`config.mk`:
```
export PLATFORM = sky130hd
export DESIGN_NAME = uart_dbg_bridge
export DESIGN_NICKNAME = d
export VERILOG_FILES = /design/src/rtl/uart_dbg_pkg.sv /design/src/rtl/uart_dbg_phy.sv /design/src/rtl/uart_dbg_bridge.sv
export SDC_FILE = /design/constraint.sdc
export NUM_CORES = 1
export LEC_CHECK = 0
export BUFFER_PORTS_ARGS = -buffer_cell sky130_fd_sc_hd__buf_2
export CAP_MARGIN = 20
export CORE_ASPECT_RATIO = 0.75
export CORE_MARGIN = 5
export CORE_UTILIZATION = 52
export DETAILED_ROUTE_END_ITERATION = 10
export GPL_TIMING_DRIVEN = 0
export PLACE_DENSITY = 0.76
export REMOVE_ABC_BUFFERS = 1
export SETUP_SLACK_MARGIN = 0.02
export SYNTH_ARGS = -nofsm -noshare
export SYNTH_HDL_FRONTEND = slang
export SYNTH_HIERARCHICAL = 1
export SYNTH_SLANG_ARGS = --single-unit
```
`constraint.sdc`:
```
create_clock -name clk -period 2.3 [get_ports clk]
set_input_delay 0.115 -clock clk [delete_from_list [all_inputs] [get_ports clk]]
set_output_delay 0.115 -clock clk [all_outputs]
set_load 0.05 [all_outputs]
```
`src/rtl/uart_dbg_pkg.sv`:
```
// uart_dbg_pkg: opcodes, reply codes and state enums
// shared by the debug UART bridge and its serial phy.
package uart_dbg_pkg;

  localparam logic [7:0] OP_WRITE = 8'h57;
  localparam logic [7:0] OP_READ  = 8'h52;
  localparam logic [7:0] OP_PING  = 8'h50;
  localparam logic [7:0] RSP_ACK  = 8'h06;
  localparam logic [7:0] RSP_NAK  = 8'h15;

  typedef enum logic [2:0] {
    ST_IDLE,
    ST_ADDR,
    ST_DATA,
    ST_BUS,
    ST_REPLY
  } state_e;

  typedef enum logic [1:0] {
    RX_HUNT,
    RX_START,
    RX_DATA,
    RX_STOP
  } rx_state_e;

endpackage

```
`src/rtl/uart_dbg_phy.sv`:
```
// uart_dbg_phy: 8N1 receive and transmit engines with
// a byte-level strobe interface, CLK_DIV clocks per bit.
module uart_dbg_phy
  import uart_dbg_pkg::*;
#(
  parameter int CLK_DIV = 104
) (
  input  logic       clk,
  input  logic       reset,
  input  logic       ser_rx,
  output logic       ser_tx,
  output logic       rx_strobe,
  output logic       rx_err,
  output logic [7:0] rx_byte,
  input  logic       tx_start,
  input  logic [7:0] tx_byte,
  output logic       tx_idle
);

  localparam logic [15:0] BIT_END  = 16'(CLK_DIV - 1);
  localparam logic [15:0] HALF_END = 16'(CLK_DIV / 2 - 1);

  rx_state_e   r_rx_st, w_rx_nxt;
  logic        r_rx_prev;
  logic [15:0] r_rx_cnt;
  logic [2:0]  r_rx_idx;
  logic [7:0]  r_rx_sh;
  logic [15:0] w_rx_lim;
  logic        w_rx_tick;

  assign w_rx_lim  = (r_rx_st == RX_START) ? HALF_END : BIT_END;
  assign w_rx_tick = (r_rx_cnt == w_rx_lim);

  always_comb begin
    w_rx_nxt = r_rx_st;
    unique case (r_rx_st)
      RX_HUNT:  if (r_rx_prev && !ser_rx) w_rx_nxt = RX_START;
      RX_START: if (w_rx_tick) w_rx_nxt = ser_rx ? RX_HUNT : RX_DATA;
      RX_DATA:  if (w_rx_tick && r_rx_idx == 3'd7) w_rx_nxt = RX_STOP;
      RX_STOP:  if (w_rx_tick) w_rx_nxt = RX_HUNT;
      default:  w_rx_nxt = RX_HUNT;
    endcase
  end

  assign rx_strobe = (r_rx_st == RX_STOP) && w_rx_tick && ser_rx;
  assign rx_err    = (r_rx_st == RX_STOP) && w_rx_tick && !ser_rx;
  assign rx_byte   = r_rx_sh;

  always_ff @(posedge clk) begin
    if (reset) begin
      r_rx_st <= RX_HUNT;
    end else begin
      r_rx_st <= w_rx_nxt;
    end
  end

  always_ff @(posedge clk) begin
    if (reset) begin
      r_rx_prev <= 1'b1;
      r_rx_cnt  <= '0;
      r_rx_idx  <= '0;
      r_rx_sh   <= '0;
    end else begin
      r_rx_prev <= ser_rx;
      if (r_rx_st == RX_HUNT || w_rx_tick) r_rx_cnt <= '0;
      else r_rx_cnt <= r_rx_cnt + 16'd1;
      if (r_rx_st == RX_DATA && w_rx_tick) begin
        r_rx_idx <= r_rx_idx + 3'd1;
        r_rx_sh  <= {ser_rx, r_rx_sh[7:1]};
      end
    end
  end

  logic        r_tx_busy;
  logic [15:0] r_tx_cnt;
  logic [3:0]  r_tx_idx;
  logic [9:0]  r_tx_sh;

  assign tx_idle = !r_tx_busy;
  assign ser_tx  = !r_tx_busy || r_tx_sh[0];

  // frame is {stop, data, start}, shifted out LSB first
  always_ff @(posedge clk) begin
    if (reset) begin
      r_tx_busy <= 1'b0;
      r_tx_cnt  <= '0;
      r_tx_idx  <= '0;
      r_tx_sh   <= '1;
    end else if (!r_tx_busy) begin
      if (tx_start) begin
        r_tx_busy <= 1'b1;
        r_tx_cnt  <= '0;
        r_tx_idx  <= '0;
        r_tx_sh   <= {1'b1, tx_byte, 1'b0};
      end
    end else if (r_tx_cnt == BIT_END) begin
      r_tx_cnt <= '0;
      r_tx_sh  <= {1'b1, r_tx_sh[9:1]};
      r_tx_idx <= r_tx_idx + 4'd1;
      if (r_tx_idx == 4'd9) r_tx_busy <= 1'b0;
    end else begin
      r_tx_cnt <= r_tx_cnt + 16'd1;
    end
  end

endmodule

```
`src/rtl/uart_dbg_bridge.sv`:
```
// uart_dbg_bridge: UART command parser driving one bus word access.
// Define UART_DBG_TIMEOUT_EN to abandon stalled partial frames.
module uart_dbg_bridge
  import uart_dbg_pkg::*;
#(
  parameter int CLK_DIV      = 104,
  parameter int TIMEOUT_BITS = 20
) (
  input  logic        clk,
  input  logic        reset,
  input  logic        ser_rx,
  output logic        ser_tx,
  output logic        mem_valid,
  input  logic        mem_ready,
  output logic [31:0] mem_addr,
  output logic [31:0] mem_wdata,
  output logic [3:0]  mem_wstrb,
  input  logic [31:0] mem_rdata,
  output logic        busy
);

  logic       w_rx_stb, w_rx_err, w_tx_idle, w_tx_start;
  logic [7:0] w_rx_byte, w_tx_byte;
  logic       w_to_hit, w_last;

  uart_dbg_phy #(.CLK_DIV(CLK_DIV)) u_phy (
    .clk       (clk),
    .reset     (reset),
    .ser_rx    (ser_rx),
    .ser_tx    (ser_tx),
    .rx_strobe (w_rx_stb),
    .rx_err    (w_rx_err),
    .rx_byte   (w_rx_byte),
    .tx_start  (w_tx_start),
    .tx_byte   (w_tx_byte),
    .tx_idle   (w_tx_idle)
  );

  state_e      r_state, w_next;
  logic [1:0]  r_cnt;
  logic [31:0] r_addr, r_wdata, r_rdata;
  logic [7:0]  r_rsp;
  logic        r_is_wr, r_is_rd, r_valid;

  assign mem_valid = r_valid;
  assign mem_addr  = r_addr & 32'hFFFF_FFFC;
  assign mem_wdata = r_wdata;
  assign mem_wstrb = r_is_wr ? 4'hF : 4'h0;
  assign busy      = (r_state != ST_IDLE);

  always_comb begin
    w_next     = r_state;
    w_tx_start = 1'b0;
    w_tx_byte  = r_is_rd ? r_rdata[{r_cnt, 3'b000} +: 8] : r_rsp;
    w_last     = !r_is_rd || (r_cnt == 2'd3);
    unique case (r_state)
      ST_IDLE:
        if (w_rx_stb)
          w_next = (w_rx_byte == OP_WRITE || w_rx_byte == OP_READ)
                   ? ST_ADDR : ST_REPLY;
      ST_ADDR:
        if (w_rx_err || w_to_hit) w_next = ST_IDLE;
        else if (w_rx_stb && r_cnt == 2'd3)
          w_next = r_is_wr ? ST_DATA : ST_BUS;
      ST_DATA:
        if (w_rx_err || w_to_hit) w_next = ST_IDLE;
        else if (w_rx_stb && r_cnt == 2'd3) w_next = ST_BUS;
      ST_BUS:
        if (mem_ready && r_valid) w_next = ST_REPLY;
      ST_REPLY:
        if (w_tx_idle) begin
          w_tx_start = 1'b1;
          if (w_last) w_next = ST_IDLE;
        end
      default: w_next = ST_IDLE;
    endcase
  end

  always_ff @(posedge clk) begin
    if (reset) r_state <= ST_IDLE;
    else r_state <= w_next;
  end

  always_ff @(posedge clk) begin
    if (reset) begin
      r_cnt   <= '0;
      r_addr  <= '0;
      r_wdata <= '0;
      r_rdata <= '0;
      r_rsp   <= '0;
      r_is_wr <= 1'b0;
      r_is_rd <= 1'b0;
      r_valid <= 1'b0;
    end else begin
      r_valid <= (w_next == ST_BUS);
      if (w_next != r_state) r_cnt <= '0;
      else if (w_tx_start || (w_rx_stb &&
               (r_state == ST_ADDR || r_state == ST_DATA)))
        r_cnt <= r_cnt + 2'd1;
      if (r_state == ST_IDLE && w_rx_stb) begin
        r_is_wr <= (w_rx_byte == OP_WRITE);
        r_is_rd <= (w_rx_byte == OP_READ);
        r_rsp   <= (w_rx_byte == OP_WRITE || w_rx_byte == OP_PING)
                   ? RSP_ACK : RSP_NAK;
      end
      if (r_state == ST_ADDR && w_rx_stb)
        r_addr[{r_cnt, 3'b000} +: 8] <= w_rx_byte;
      if (r_state == ST_DATA && w_rx_stb)
        r_wdata[{r_cnt, 3'b000} +: 8] <= w_rx_byte;
      if (r_state == ST_BUS && mem_ready && r_valid)
        r_rdata <= mem_rdata;
    end
  end

`ifdef UART_DBG_TIMEOUT_EN
  localparam int TO_LIM = TIMEOUT_BITS * CLK_DIV;
  localparam int TO_W   = $clog2(TO_LIM + 1);

  logic [TO_W-1:0] r_to;

  assign w_to_hit = (r_to == TO_W'(TO_LIM));

  always_ff @(posedge clk) begin
    if (reset) r_to <= '0;
    else if (w_rx_stb || !(r_state == ST_ADDR || r_state == ST_DATA))
      r_to <= '0;
    else if (!w_to_hit)
      r_to <= r_to + TO_W'(1);
  end
`else
  // partial frames wait forever
  assign w_to_hit = (TIMEOUT_BITS < 0);
`endif

endmodule
```
==> results of run 1 <==
-- repair_timing --
| item | 4_1_cts | 5_1_grt |
|---|---|---|
| hold buffers | 34 | 0 |
| cloned | 1 | 0 |
| pin swaps | 18 | 28 |
| resized for setup | 61 | 40 |
| endpoints found under the setup margin | 102 | 119 |
| setup buffers | 17 | 10 |
| hold endpoints to repair | 54 | 0 |
-- flip-flops by register name (all words and copies together) (netlist names), named ones only --
signal and flops:
r_is_wr 1, u_phy/r_rx_st 1, mem_valid 1, u_phy/r_tx_cnt 16, u_phy/r_tx_busy 1, r_state 3
u_phy/rx_byte 8, r_cnt 2, r_rsp 3, r_rdata 32, mem_wdata 32, u_phy/r_tx_idx 4
r_is_rd 1, r_addr 30, u_phy/r_rx_prev 1, u_phy/r_rx_cnt 16, u_phy/r_rx_idx 3, u_phy/r_tx_sh 9
-- path summary, 6_finish.rpt --
| path | startpoint | endpoint | slack [ns] | cells after the start |
|---|---|---|---|---|
| hold reg to reg | r_addr[23]$_SDFFE_PP0P_ | r_addr[23]$_SDFFE_PP0P_ | 0.45 | 2 |
| setup / recovery | u_phy/r_rx_st[0]$_SDFFE_PP0P_ | r_cnt[1]$_SDFFE_PP0P_ | -0.05 | 10 |
| hold / removal | mem_ready | r_state[1]$_SDFF_PP0_ | 0.22 | 4 |
| setup reg to reg | u_phy/r_rx_st[0]$_SDFFE_PP0P_ | r_cnt[1]$_SDFFE_PP0P_ | -0.05 | 10 |
-- per-layer routing --
layer | wire length (um) | track usage
met5 | 0 | 0
met4 | 207 | 0.0604
met3 | 1600 | 0.0740
met2 | 8840 | 0.341
met1 | 9520 | 0.328
-- area by class of cell --
cell class / instances / area (um^2)
fillers: 1125 / 4780
multi-input cells: 633 / 4170
flip-flops and latches: 165 / 3330
repair buffers: 170 / 1180
clock buffers: 19 / 443
well taps: 200 / 250
clock inverters: 13 / 120
inverters: 12 / 46.3
-- cells in the final DEF, fill, tap and decap left out, types with 8 or more instances in the layout --
| master | synthesis | routed |
|---|---|---|
| dfxtp_2 | 0 | 11 |
| a21oi_1 | 113 | 102 |
| inv_1 | 8 | 8 |
| nor2_1 | 59 | 56 |
| a21oi_2 | 0 | 11 |
| mux2_2 | 10 | 10 |
| nor4_1 | 13 | 12 |
| ha_1 | 11 | 10 |
| dlygate4sd3_1 | 0 | 34 |
| clkbuf_16 | 0 | 17 |
| mux4_2 | 8 | 8 |
| nand3_2 | 1 | 12 |
| o21ai_0 | 18 | 18 |
| buf_2 | 26 | 104 |
| nand2_1 | 145 | 137 |
| xor2_1 | 9 | 9 |
| a22oi_1 | 15 | 10 |
| dfxtp_1 | 165 | 151 |
| buf_4 | 14 | 24 |
| nand3_1 | 61 | 50 |
| nand4_1 | 28 | 28 |
-- critical path: stages, from the launching register on --
cell and delay, ns:
dfxtp_2 0.41, nor2b_4 0.21, a2bb2oi_4 0.18, nor2_2 0.06
and3_4 0.20, nor4bb_4 0.15, buf_4 0.19, buf_4 0.13
a311oi_4 0.33, mux2i_1 0.30, nor4_2 0.06
-- cell families after synthesis --
| kind of cell | Yosys count | share of synthesized area |
|---|---|---|
| other | 1 | 0.000498 |
| xor gates and xnor gates | 15 | 0.0175 |
| adders and majority gates | 11 | 0.0183 |
| muxes | 21 | 0.0429 |
| AOI/OAI and AO/OA | 194 | 0.161 |
| buffers and inverters | 86 | 0.0562 |
| and+or+nand+nor | 390 | 0.264 |
| DFF | 165 | 0.439 |
-- where the power goes --
group	switching, mW	internal [mW]
clock	1.19	1.53
sequential	0.00484	2.86
combinational	0.0914	0.0837
-- per-stage QoR --
step | util | cell area [um^2]
floorplan | - | 7150
global placement | 0.553 | 7920
detailed placement | 0.560 | 8010
CTS | 0.650 | 9310
global route | 0.666 | 9530
finish | 0.666 | 9530
==> summary.txt, run 1 <==
first-pass GRT wire length - 32.0 mm
Root Buffer - clkbuf_16
clock buffer count from CTS - 17
area added between synthesis and finish - 26.7%
Synth cell types - 74
die width - 149 um
Slew Viols, Final - 0
Lkg Pwr - 3.49 nW
Mean Syn Cell Area - 8.52 um^2
Routed Antenna Nets - 0
Longest Clk Path Bufs - 2
worst-margin pin slew - 0.959 ns
share of cells above drive strength 1 - 0.281
CORE AREA - 14300 um^2
largest net degree at the start of global routing - 135
DR vias/cell - 5.70
NumNets Final - 1046
Data arrival, critical path - 2.63 ns
CTS sink cnt - 165
Startpoint Class - flop
WS Path Type - reg2reg
H-tree depth - 4
Setup-failing EPs final - 4
top cell type's share of synthesized area - 0.439
clock slew at reported path FFs - 0.07 ns
failing checks - negative setup slack
number of global-route vias before repair - 6425
DRC - 0
total wire length - 20.2 mm
synth top area cells - dfxtp_1 44%, a21oi_1 7.5%, nand2_1 7.2%
most common cell in the netlist - dfxtp_1
crit path max fanout - 7
placed wire-length estimate - 11.7 mm
final worst slack - -0.0494 ns
first-iteration detailed-routing DRC count - 623
register area share after synthesis - 0.439
Power Density - 604 nW/um^2
DP Worst Slack - -0.995 ns
hold_ws - 0.220 ns
die span in y - 114 um
Placed Cells - 1118
crit path capture type - flop
Initial Util - 0.526
per-cell routed wire length - 16.6 um
GP Congestion - 0.812
initial antenna violation count - 0
via count - 6907
TritonCTS clock tree - done
GRT overflow - 0
ys async rst share - 0
I/O Buffers - 104
gr usage total - 0.231
DRT Pass-1 Iters - 5
latest clock arrival within the worst-skew pair - 0.42 ns
RSZ-0062 raised after global routing - yes
synth cell count leaders - 165 x dfxtp_1, 145 x nand2_1, 113 x a21oi_1
count of final hold-check violations - 0
min cycle time layout - 2.35 ns
top_reg_cell synth - dfxtp_1
area leader, netlist - dfxtp_1
non-filler instance count after layout - 1212
Rel. slew slack - 0.361
max frequency - 426 MHz
period utilization - 1.02
IO Pins - 107
# rows - 38
yosys warns - 6
Worst Clk Skew - 0.00793 ns
HP Class - in2reg
synthesized flop and latch total - 165
status - finished, violations left
maximum vdd ir drop - 0.000532 V
DIE AREA - 17000 um^2
max cap viols - 0
Post-Syn Instances - 883
Setup TNS - -0.0859 ns
# diodes - 0
Cell Area, Synth - 7520 um^2
Post-synth EDFFs - 0
Power, Total - 5.76 mW
Critical Path RT - 2.59 ns
Note: power is estimated with default switching activity, not from simulation.
==> run 2, diff against run 1 <==
Settings changed: CORE_UTILIZATION 52 to 55, PLACE_DENSITY 0.76 to 0.77, RECOVER_POWER set to 25.
Clock period 2.3 ns to 2.33 ns, I/O delays scaled along.
==> summary.txt, run 2 (synthesis results as in run 1) <==
via count - 7120
Startpoint Class - flop
H-tree depth - 4
NumNets Final - 1048
GRT overflow - 0
CORE AREA - 13600 um^2
min cycle time layout - 2.46 ns
crit path capture type - flop
latest clock arrival within the worst-skew pair - 0.43 ns
max cap viols - 0
DRT Pass-1 Iters - 5
max frequency - 406 MHz
# rows - 37
Longest Clk Path Bufs - 2
critical path cell sequence - ha_4, nor4b_4, nand4_1, nor2_2, and3_4, nor4bb_4, buf_6, and2_4, nand3_1, a21oi_2
clock buffer count from CTS - 17
footprint of the multi-input gates - 4480 um^2
Crit path max-delay family - simple AND/OR/NAND/NOR gates
DRC - 0
Slew Viols, Final - 0
die span in y - 111 um
failing checks - negative setup slack
total wire length - 21.1 mm
status - finished, violations left
first-pass GRT wire length - 33.5 mm
most frequent cells in the layout - 156 x dfxtp_1, 137 x nand2_1, 75 x a21oi_1
count of final hold-check violations - 0
share of cells above drive strength 1 - 0.305
placed wire-length estimate - 11.9 mm
final core utilization - 0.725
TritonCTS clock tree - done
Power Density - 604 nW/um^2
Power, Total - 5.94 mW
per-cell routed wire length - 17.8 um
Critical Path RT - 2.69 ns
Root Buffer - clkbuf_16
worst-margin pin slew - 1.05 ns
Lkg Pwr - 3.37 nW
period utilization - 1.06
HP Class - in2reg
die width - 145 um
Initial Util - 0.555
CTS sink cnt - 165
Placed Cells - 1093
max incr delay on CP - 0.35 ns
Rel. slew slack - 0.303
Data arrival, critical path - 2.82 ns
initial antenna violation count - 0
I/O Buffers - 104
first-iteration detailed-routing DRC count - 488
IO Pins - 107
Setup TNS - -4.24 ns
GP Congestion - 0.827
Routed Antenna Nets - 0
area added between synthesis and finish - 30.8%
largest net degree at the start of global routing - 100
# diodes - 0
Worst Clk Skew - 0.0107 ns
WS Path Type - reg2reg
final worst slack - -0.135 ns
crit path max fanout - 8
DIE AREA - 16100 um^2
maximum vdd ir drop - 0.000615 V
commonest non-fill, non-tap cell in the layout - dfxtp_1
register area - 3320 um^2
non-filler instance count after layout - 1189
Buf/Inv on CP - 1
number of global-route vias before repair - 6619
gr usage total - 0.247
# fillers - 1000
RSZ-0062 raised after global routing - yes
clock slew at reported path FFs - 0.06 ns
crit path max-delay cell type - dfxtp_2
Setup-failing EPs final - 63
hold_ws - 0.112 ns
DR vias/cell - 5.99
[run 2: what timing repair did]
item | 4_1_cts | 5_1_grt
gates cloned | 1 | 0
setup endpoints to repair | 103 | 127
setup buffers | 24 | 7
hold endpoints to repair | 33 | 0
gates resized for setup | 54 | 112
hold buffers | 33 | 0
pin swaps | 16 | 71
[run 2: worst paths after layout]
check                           slack, ns  cells past startpoint                         start                         end
worst max register to register      -0.13                     10  u_phy/r_rx_cnt[1]$_SDFF_PP0_  mem_wdata[14]$_SDFFE_PP0P_
worst max-delay path                -0.13                     10  u_phy/r_rx_cnt[1]$_SDFF_PP0_  mem_wdata[14]$_SDFFE_PP0P_
worst min register to register       0.45                      2       r_rdata[8]$_SDFFE_PP0P_     r_rdata[8]$_SDFFE_PP0P_
worst min-delay path                 0.11                      2                         reset  mem_wdata[10]$_SDFFE_PP0P_
[run 2: cell type report]
cell class / count / area share
multi-input combinational: 633 / 0.455
clock inverter: 13 / 0.0173
timing repair buffer: 172 / 0.117
clock buffer: 19 / 0.0460
tap: 175 / 0.0223
inverter: 12 / 0.00470
sequential: 165 / 0.337
[run 2: power by group]
group          switching, mW  internal [mW]
logic                 0.0953         0.0796
registers            0.00438           2.82
clock network           1.18           1.76
total                   1.28           4.66
[run 2: layer usage]
layer	routed length, um	global-route usage	share of wire
met5	0	0	0
met4	353	0.0597	0.017
met3	1770	0.0887	0.084
met2	9820	0.384	0.46
met1	9200	0.330	0.44
[run 2: per-stage QoR]
stage          worst slack (ns)  instance area, um^2
6_report                 -0.135                 9840
5_1_grt                  -0.235                 9840
2_1_floorplan            -0.875                 7150
3_5_place_dp              -1.09                 7990
3_3_place_gp              -2.20                 7890
4_1_cts                  0.0117                 9360
==> run 3, diff against run 2 <==
Settings changed: SYNTH_HIERARCHICAL 1 to not set.
==> summary.txt, run 3 <==
status - finished clean
crit path capture type - flop
placed wire-length estimate - 11.6 mm
WS Path Type - reg2reg
synth top area cells - dfxtp_1 45%, a21oi_1 8.5%, nand2_1 8.3%
Root Buffer - clkbuf_16
Sequential Power Share - 0.486
Setup TNS - 0 ns
via count - 6797
footprint of the multi-input gates - 3870 um^2
Data arrival, critical path - 2.46 ns
# fillers - 1048
die span in y - 110 um
initial antenna violation count - 0
first-iteration detailed-routing DRC count - 551
synthesized flop and latch total - 165
Internal Power - 4.54 mW
max cap viols - 0
NumNets Final - 1042
HP Class - in2reg
Switching Fraction - 0.225
Clk pwr share - 0.478
reg2reg path depth - 6
post-layout instance area - 8960 um^2
min cycle time layout - 2.16 ns
sw power - 1.32 mW
DP Worst Slack - -0.587 ns
synth cell count leaders - 165 x dfxtp_1, 163 x nand2_1, 125 x a21oi_1
final core utilization - 0.686
worst-margin pin slew - 1.43 ns
first-pass GRT wire length - 30.1 mm
Rel. slew slack - 0.0451
crit path max fanout - 13
H-tree depth - 4
total wire length - 18.4 mm
Lkg Pwr - 3.13 nW
register area - 3310 um^2
RSZ-0062 raised after global routing - no
most frequent cells in the layout - 162 x nand2_1, 162 x dfxtp_1, 125 x a21oi_1
period utilization - 0.927
DIE AREA - 15800 um^2
TritonCTS clock tree - done
Startpoint Class - flop
Slew Viols, Final - 0
most common cell in the netlist - dfxtp_1
Routed Antenna Nets - 0
yosys warns - 0
DRT Pass-1 Iters - 7
per-cell routed wire length - 15.7 um
final worst slack - 0.170 ns
CTS sink cnt - 165
non-filler instance count after layout - 1178
max frequency - 463 MHz
number of global-route vias before repair - 6139
clock buffer count from CTS - 17
share of cells above drive strength 1 - 0.143
Setup-failing EPs final - 0
Placed Cells - 1102
I/O Buffers - 104
Critical Path RT - 2.63 ns
top cell type's share of synthesized area - 0.449
Longest Clk Path Bufs - 2
gr usage total - 0.233
Post-Syn Instances - 891
area added between synthesis and finish - 21.9%
WHS Path Cells - 2
count of final hold-check violations - 0
GRT overflow - 0
GP Congestion - 0.879
Initial Util - 0.563
CORE AREA - 13100 um^2
maximum vdd ir drop - 0.000496 V
Post-synth EDFFs - 0
DR vias/cell - 5.77
# diodes - 0
ys async rst share - 0
Cell Area, Synth - 7350 um^2
area leader, netlist - dfxtp_1
Synth cell types - 56
Mean Syn Cell Area - 8.25 um^2
die width - 143 um
DRC - 0
latest clock arrival within the worst-skew pair - 0.43 ns
Power Density - 653 nW/um^2
dpl cell area - 7880 um^2
# rows - 36
largest net degree at the start of global routing - 76
top_reg_cell synth - dfxtp_1
IO Pins - 107
Comb pwr share - 0.035
clock slew at reported path FFs - 0.06 ns
Worst Clk Skew - 0.0116 ns
register area share after synthesis - 0.449
-- run 3: cell types whose count changed after synthesis, moves of 10 or more --
cell,before,now
mux2_2,10,0
buf_2,26,10
mux2i_1,3,21
a22oi_1,15,1
clkbuf_1,32,51
nand4_1,28,10
nand3_1,61,87
nand2_1,145,163
a21oi_1,113,125
-- run 3: what timing repair did --
| action | in CTS | in global routing |
|---|---|---|
| setup buffers | 3 | 9 |
| gates cloned | 0 | 1 |
| endpoints found under the setup margin | 111 | 88 |
| gates resized for setup | 14 | 16 |
| hold buffers | 32 | 0 |
| pin swaps | 1 | 7 |
| endpoints found under the hold margin | 32 | 0 |
-- run 3: through the flow --
step	power (mW)	hold slack, ns
2_1_floorplan	2.97	0.186
3_3_place_gp	3.05	0.360
3_5_place_dp	3.06	0.362
4_1_cts	5.88	0.0125
5_1_grt	6.02	0.0559
6_report	5.85	0.0415
-- run 3: power groups by stage --
stage	Clock [mW]	Sequential [mW]	Combinational [mW]
after floorplan	0	2.90	0.0635
after global placement	0	2.91	0.146
final	2.80	2.85	0.206
after detailed placement	0	2.91	0.153
after CTS	2.84	2.84	0.196
after global routing	2.95	2.85	0.226
-- run 3: worst max-delay path, cell delays in order, from the launching register on --
cell and delay, ns:
dfxtp_1 0.40, ha_2 0.24, nor4bb_4 0.29, and4b_4 0.41, nand3_1 0.12, a31o_2 0.26
nor4_1 0.32
-- run 3: layout make-up --
type | instances | area share
clock buffer | 18 | 0.0490
timing repair buffer | 153 | 0.105
clock inverter | 13 | 0.0165
inverter | 9 | 0.00377
multi-input combinational | 649 | 0.432
sequential | 165 | 0.369
tap | 171 | 0.0239
-- run 3: layer usage --
| layer | routed length, um | up-vias | track usage |
|---|---|---|---|
| met5 | 0 | - | 0 |
| met4 | 224 | 0 | 0.0551 |
| met3 | 1410 | 23 | 0.0474 |
| met2 | 8320 | 239 | 0.364 |
| met1 | 8490 | 3198 | 0.335 |
| li1 | - | 3337 | - |
-- run 3: final timing paths --
| check | startpoint | end | slack, ns |
|---|---|---|---|
| setup / recovery | u_phy.r_rx_cnt[0]$_SDFF_PP0_ | r_cnt[0]$_SDFFE_PP0P_ | 0.17 |
| hold / removal | ser_rx | u_phy.r_rx_prev$_SDFF_PP1_ | 0.04 |
| setup reg to reg | u_phy.r_rx_cnt[0]$_SDFF_PP0_ | r_cnt[0]$_SDFFE_PP0P_ | 0.17 |
| hold reg to reg | r_addr[22]$_SDFFE_PP0P_ | r_addr[22]$_SDFFE_PP0P_ | 0.45 |
-- run 3: logic make-up (layout without fill, tap and decap cells) --
group | Yosys count | count (layout) | share of synthesized area
AOI/OAI and AO/OA | 182 | 182 | 0.140
buffers and inverters | 79 | 193 | 0.0456
adders and majority gates | 11 | 11 | 0.0187
muxes | 29 | 29 | 0.0531
other | 1 | 2 | 0.000510
xor gates and xnor gates | 18 | 18 | 0.0214
DFF | 165 | 165 | 0.449
and+or+nand+nor | 406 | 407 | 0.271
